===== src/rtl/mem_port_arbiter.sv =====
// rtl/mem_port_arbiter.sv - shares one single-port memory between fetch and data requesters
// Data accesses win; a starvation counter forces a fetch grant after STARVE_MAX data grants.
module mem_port_arbiter #(
   parameter int          MEM_LAT    = 2,
   parameter int          STARVE_MAX = 4,
   parameter logic [2:0]  IF_OP      = 3'b010
) (
   input  logic        clk,
   input  logic        reset,
   input  logic        if_req,
   input  logic [31:0] if_addr,
   output logic [31:0] if_rdata,
   output logic        if_valid,
   output logic        if_stall,
   input  logic        d_req,
   input  logic [31:0] d_addr,
   input  logic [31:0] d_wdata,
   input  logic [2:0]  d_op,
   output logic [31:0] d_rdata,
   output logic        d_valid,
   output logic        d_stall,
   output logic        mem_en,
   output logic [31:0] mem_addr,
   output logic [31:0] mem_wdata,
   output logic [2:0]  mem_op,
   input  logic [31:0] mem_rdata
);

   localparam int SW = $clog2(STARVE_MAX + 1);
   localparam logic [SW-1:0] STARVE_TOP = SW'(STARVE_MAX);
   localparam logic [3:0]    LAT_INIT   = 4'(MEM_LAT - 1);

   typedef enum logic [1:0] {IDLE, ACCESS, DONE} state_t;

   state_t        state_q, state_d;
   logic          owner_q, owner_d;   // 1 = data port, 0 = fetch port
   logic [3:0]    lat_cnt_q, lat_cnt_d;
   logic [SW-1:0] starve_cnt_q, starve_cnt_d;
   logic [31:0]   mem_addr_q, mem_addr_d;
   logic [31:0]   mem_wdata_q, mem_wdata_d;
   logic [2:0]    mem_op_q, mem_op_d;
   logic [31:0]   if_rdata_q, if_rdata_d;
   logic [31:0]   d_rdata_q, d_rdata_d;

   always_ff @(posedge clk or posedge reset) begin
      if (reset) begin
         state_q      <= IDLE;
         owner_q      <= 1'b0;
         lat_cnt_q    <= 4'd0;
         starve_cnt_q <= '0;
         mem_addr_q   <= 32'd0;
         mem_wdata_q  <= 32'd0;
         mem_op_q     <= 3'd0;
         if_rdata_q   <= 32'd0;
         d_rdata_q    <= 32'd0;
      end else begin
         state_q      <= state_d;
         owner_q      <= owner_d;
         lat_cnt_q    <= lat_cnt_d;
         starve_cnt_q <= starve_cnt_d;
         mem_addr_q   <= mem_addr_d;
         mem_wdata_q  <= mem_wdata_d;
         mem_op_q     <= mem_op_d;
         if_rdata_q   <= if_rdata_d;
         d_rdata_q    <= d_rdata_d;
      end
   end

   always_comb begin
      state_d      = state_q;
      owner_d      = owner_q;
      lat_cnt_d    = lat_cnt_q;
      starve_cnt_d = starve_cnt_q;
      mem_addr_d   = mem_addr_q;
      mem_wdata_d  = mem_wdata_q;
      mem_op_d     = mem_op_q;
      if_rdata_d   = if_rdata_q;
      d_rdata_d    = d_rdata_q;
      case (state_q)
         IDLE: begin
            if (d_req && !(if_req && starve_cnt_q == STARVE_TOP)) begin
               owner_d     = 1'b1;
               mem_addr_d  = d_addr;
               mem_wdata_d = d_wdata;
               mem_op_d    = d_op;
               lat_cnt_d   = LAT_INIT;
               state_d     = ACCESS;
               if (!if_req)
                  starve_cnt_d = '0;
               else if (starve_cnt_q != STARVE_TOP)
                  starve_cnt_d = starve_cnt_q + 1'b1;
            end else if (if_req) begin
               owner_d      = 1'b0;
               mem_addr_d   = if_addr;
               mem_wdata_d  = 32'd0;
               mem_op_d     = IF_OP;
               lat_cnt_d    = LAT_INIT;
               starve_cnt_d = '0;
               state_d      = ACCESS;
            end
         end
         ACCESS: begin
            if (lat_cnt_q == 4'd0) begin
               if (owner_q)
                  d_rdata_d = mem_rdata;
               else
                  if_rdata_d = mem_rdata;
               state_d = DONE;
            end else begin
               lat_cnt_d = lat_cnt_q - 4'd1;
            end
         end
         DONE:    state_d = IDLE;
         default: state_d = IDLE;
      endcase
   end

   // Valids and mem_en decode straight from state so reset clears them immediately.
   assign mem_en    = (state_q == ACCESS);
   assign if_valid  = (state_q == DONE) && !owner_q;
   assign d_valid   = (state_q == DONE) && owner_q;
   assign if_stall  = if_req & ~if_valid;
   assign d_stall   = d_req & ~d_valid;
   assign mem_addr  = mem_addr_q;
   assign mem_wdata = mem_wdata_q;
   assign mem_op    = mem_op_q;
   assign if_rdata  = if_rdata_q;
   assign d_rdata   = d_rdata_q;

endmodule

===== config.mk =====
export PLATFORM = sky130hd
export DESIGN_NAME = mem_port_arbiter
export DESIGN_NICKNAME = d
export VERILOG_FILES = /design/src/rtl/mem_port_arbiter.sv
export SDC_FILE = /design/constraint.sdc
export NUM_CORES = 1
export LEC_CHECK = 0
export CAP_MARGIN = 40
export CORE_UTILIZATION = 42
export CTS_CLUSTER_DIAMETER = 60
export DETAILED_ROUTE_END_ITERATION = 10
export PLACE_DENSITY = 0.87
export SLEW_MARGIN = 20
export SYNTH_ARGS = -nofsm -noshare
export SYNTH_HDL_FRONTEND = slang
export SYNTH_SLANG_ARGS = --single-unit

===== constraint.sdc =====
create_clock -name clk -period 5.3 [get_ports clk]
set_input_delay 0.53 -clock clk [delete_from_list [all_inputs] [get_ports clk]]
set_output_delay 0.53 -clock clk [all_outputs]
set_load 0.01 [all_outputs]

# After elaboration in Yosys (flattened, before gate mapping)
# Index checks and enable logic that the tools add are counted.
# totals
elab_cells	60
reg_bits	141
out_inout_bits	136
inputBits	135
# classes
muxes	20
addsub	2
bitwise	5
n_reduce_logical	16
n_eq_ne	8
# op_table
op	n
32-bit 2-to-1 mux	4
3-bit 2-to-1 mux	6
4-bit 2-to-1 mux	3
3-bit AND reduction	4
4-bit case mux with 2 select lines	1
2-bit 2-to-1 mux	3
3-bit inequality test (second input constant)	2
1-bit logical AND	4
4-bit logical NOT	1
2-bit case mux with 2 select lines	1
2-bit AND reduction	2
2-bit nonzero test	2
4-bit by 1-bit subtractor with 4-bit output (second input constant)	1
3-bit by 1-bit adder with 3-bit output (second input constant)	1
3-bit equality test (second input constant)	1
3-bit by 2-bit inequality test with 1-bit output (second input constant)	1
1-bit NOT	3
1-bit AND	2
2-bit by 1-bit equality test with 1-bit output (second input constant)	1
2-bit equality test (second input constant)	1
1-bit logical NOT	2
2-bit logical NOT	1
1-bit 2-to-1 mux	2
2-bit by 1-bit inequality test with 1-bit output (second input constant)	1
2-bit inequality test (second input constant)	1

# Logic depth before layout (Yosys ltp)
# logic_depth
word_depth	6
ltp_mapped	7
ltp_nobuf	5

# Worst setup path after synthesis
# No wires, ideal clock.
# synth_path
kind	input -> output
from	input d_req
to	output d_stall
cell_stages	3
n_path_buf	2
required_ps	4770
path_slack_ps	3492
arrival_time_ps	1278
path_cell_list	clkbuf_1 clkbuf_1 nor2b_1
# synth_via
elab_chain_cells	1
# synth_lines
element	line_no	rtl
from (decl)	15	input logic d_req,
1-bit AND	123	assign d_stall = d_req & ~d_valid;
to (decl)	21	output logic d_stall,
# Every way passes these cells.

# Worst setup path after layout
# layout_path
from	input d_req
to	register starve_cnt_q[0]
# layout_via
elab_chain_cells	3
word_cells_on_any_way	5
cone_classes	eq/ne: 1; mux: 1; reduce/logical: 3
# layout_lines
element	line_no	rtl
1-bit logical AND (*)	81	if (d_req && !(if_req && starve_cnt_q == STARVE_TOP)) begin
3-bit by 2-bit inequality test with 1-bit output (no source line) or 2-bit nonzero test (tied branches)	--	
3-bit AND reduction (no source line)	--	
to (signal assigned)	60	starve_cnt_q <= starve_cnt_d;
to (decl)	38	logic [SW-1:0] starve_cnt_q, starve_cnt_d;
# Every way passes the cells marked *; elsewhere a longest branch is shown, timed or not.
# A chain may end at the register's enable or synchronous reset.

==> results.yml <==
run_status:
  outcome: "completed"
power:
  power.switching_w: 0.00192
  internal-power_w: 0.00393
  p_seq_share_pct: 33.1
  switching_share_pct: 32.8
  report.power.total_w: 0.00585
  pwr-share-comb_pct: 47.1
  max-vdd-ir-drop_v: 0.000297
  static-leakage-power_nw: 4.16
  clkPwrFrac_pct: 19.8
  power_density_nw_per_um2: 609
worst_hold_path:
  worstHoldPathType: "input port to asynchronous set/reset pin"
setup_path:
  worst_ep_required_time_ns: 5.59
  timing.setup.critical_path_class: "input port to register"
  cp_max_fo: 40
  critical_path.endpoint_type: "register"
  worst_ep_arrival_time_ns: 3.00
  timing.critical_path.from_type: "input port"
sta:
  fin_worst_skew_ns: 0.00855
  timing.final.setup_violations: 0
  period_minus_slack_ns: 2.70
  final-hold-violation-count: 0
  max_clock_freq_mhz: 370
  post-route-period-util_pct: 51.0
  slew_viol_final: 0
  final.setup.tns_ns: 0
  hold_slack_ns: 0.384
  slew_headroom_pct: 51.2
  max_slew.worst_pin.slew_ns: 0.729
  setup_repair_after_global_routing_missed_its_margin: "no"
  final_critical_path_setup_slack_ns: 2.60
route:
  drt-total-wl_um: 17200
  post_drt_via_cell_ratio: 5.48
  drc: 0
  antenna_violating_nets_post_route: 0
  drt_iter0_drc: 391
  detailedRoute.firstPassIterationCount: 6
  detailroute.via_count: 4990
  avgRoutedWirePerCell_um: 18.9
synth:
  synth.cells.most_frequent: "141 x sky130_fd_sc_hd__dfrtp_1, 60 x sky130_fd_sc_hd__mux2_4, 36 x sky130_fd_sc_hd__a22o_1"
  yosys_most_used_dff: "sky130_fd_sc_hd__dfrtp_1"
  synth-seq-cells: 141
  post_synth_main_area_contributors: "sky130_fd_sc_hd__dfrtp_1 57%, sky130_fd_sc_hd__mux2_4 15%, sky130_fd_sc_hd__a22o_1 5.1%, sky130_fd_sc_hd__o211ai_1 3.9%, sky130_fd_sc_hd__nand4_1 3.3%"
  synth.most_common_cell: "sky130_fd_sc_hd__dfrtp_1"
  part_of_the_yosys_area_used_for_sequential_elements_pct: 57.4
  netlist_area_um2: 6150
  synth_top_area_cell: "sky130_fd_sc_hd__dfrtp_1"
  synth_async_sr_flop_share_pct: 100
  synth_cells: 460
  netlist.area_leader.share_pct: 57.4
  syn_nets: 599
  postSynthAreaPerCell_um2: 13.4
  yosys.cell_types.count: 40
  ys.warnings.count: 0
  number_of_flops_mapped_to_enable_cells_by_yosys: 0
grt:
  largest_net_degree_at_the_start_of_global_routing: 90
  first_global_vias: 5118
  wire_length_of_the_first_global_routing_pass_um: 26000
  total_track_usage_pct: 22.7
  overflow_left_after_global_routing: 0
  antenna_found_initial: 0
clock_network:
  ctsLongestPathBuffers: 2
  clock_latency_ns: 0.41
  clock_tree.root_cell: "sky130_fd_sc_hd__clkbuf_16"
  cts.htree.levels: 4
  post_cts_resized: 0
  clk_pin_slew_ns: 0.06
  clock_sink_count: 141
  post_cts_buffers: 0
  post_cts_hold_fix_bufs: 0
  tritoncts: "done"
  cts_inserted_buffers: 17
placed_design:
  placedCellCount: 877
  port-buffer-count: 270
  detailedPlace.worstSlack_ns: 2.16
  place.detailed.hpwl_um: 12200
  gp_routability_congestion: 0.852
floorplan:
  area_of_the_die_um2: 15100
  fp.coreArea_um2: 14100
  floorplan.initialDensity_pct: 43.6
  die_height_um: 123
  rows: 43
  boundaryPins: 271
  dieWidth_um: 123
cells_and_area:
  finish.cell_count_without_fillers: 910
  nets: 856
  area.sequential_um2: 3530
  num-fill-cells: 1009
  drive_above_1_share_pct: 16.7
  multiInputGateArea_um2: 2370
  antenna_cells: 0
  area_growth_pct: 56.1
run:
  maxCapViolCount: 0
[routing by layer]
layer / share of wire (%) / track usage, %
met2: 50 / 38.9
met4: 3.2 / 11.2
met5: 0 / 0
met3: 8.1 / 5.58
met1: 39 / 26.6
[cells in the final DEF (no fill, tap or decap), types with 5 or more instances in the layout]
cell,n
sky130_fd_sc_hd__nand3_1,33
sky130_fd_sc_hd__nand4_1,32
sky130_fd_sc_hd__inv_1,5
sky130_fd_sc_hd__a22o_1,36
sky130_fd_sc_hd__clkbuf_16,17
sky130_fd_sc_hd__mux2_2,6
sky130_fd_sc_hd__o211ai_1,32
sky130_fd_sc_hd__dfrtp_1,141
sky130_fd_sc_hd__inv_6,5
sky130_fd_sc_hd__clkdlybuf4s50_1,270
sky130_fd_sc_hd__o21ai_0,32
sky130_fd_sc_hd__mux2_4,60
[registers in the layout, indices dropped and copies added (netlist names)]
register      count
mem_op            3
mem_addr         32
owner_q           1
d_rdata          32
starve_cnt_q      3
lat_cnt_q         4
state_q           2
if_rdata         32
mem_wdata        32
[per-stage QoR]
| step | instance area, µm² | utilization [%] |
|---|---|---|
| global route | 9600 | 68.1 |
| detailed placement | 8990 | 63.8 |
| finish | 9600 | 68.1 |
| floorplan | 6150 | - |
| global placement | 8890 | 63.1 |
| CTS | 9580 | 67.9 |
[cell families (layout without fill, tap and decap cells)]
family                   after synthesis  in the layout  share of synthesized area [%]
multiplexers                          66             66                           15.7
XOR/XNOR                               1              1                          0.142
buffers and inverters                 50            320                           4.25
adder cells (fa/ha/maj)                4              4                          0.814
AND/OR/NAND/NOR                       88             88                           8.85
flip-flops                           141            141                           57.4
AO/OA/AOI/OAI                        110            110                           12.8
[area by class of cell]
type / count / area share, %
multi-input cells: 269 / 24.7
repair buffers: 281 / 29.8
inverters: 7 / 0.352
flip-flops and latches: 141 / 36.7
clock buffers: 19 / 4.72
clock inverters: 13 / 1.35
well taps: 180 / 2.34
[worst max-delay path: stages]
cell and delay (ns):
sky130_fd_sc_hd__clkdlybuf4s50_1 0.45, sky130_fd_sc_hd__buf_4 0.34, sky130_fd_sc_hd__or2_2 0.62, sky130_fd_sc_hd__nand2_2 0.58, sky130_fd_sc_hd__mux2_2 0.46
[final timing paths]
path	startpoint	end	slack, ns	cells past startpoint
setup / recovery	d_req	starve_cnt_q[0]	2.60	5
hold / removal	reset	if_rdata[8]	0.38	2
setup reg to reg	state_q[0]	starve_cnt_q[0]	3.02	4
hold reg to reg	d_rdata[20]	d_rdata[20]	0.51	1
max in group asynchronous	reset	mem_wdata[14]	4.06	3
min in group clk	d_rdata[20]	d_rdata[20]	0.51	1
[power by group through the flow]
stage                     Sequential, W  Combinational, W  Clock (W)
after floorplan                 0.00210           0.00121          0
after global placement          0.00190           0.00266          0
after detailed placement        0.00193           0.00276          0
after CTS                       0.00193           0.00277    0.00118
after global routing            0.00199           0.00295    0.00123
final                           0.00193           0.00276    0.00116
No activity file was read; power rests on OpenSTA's default activity.
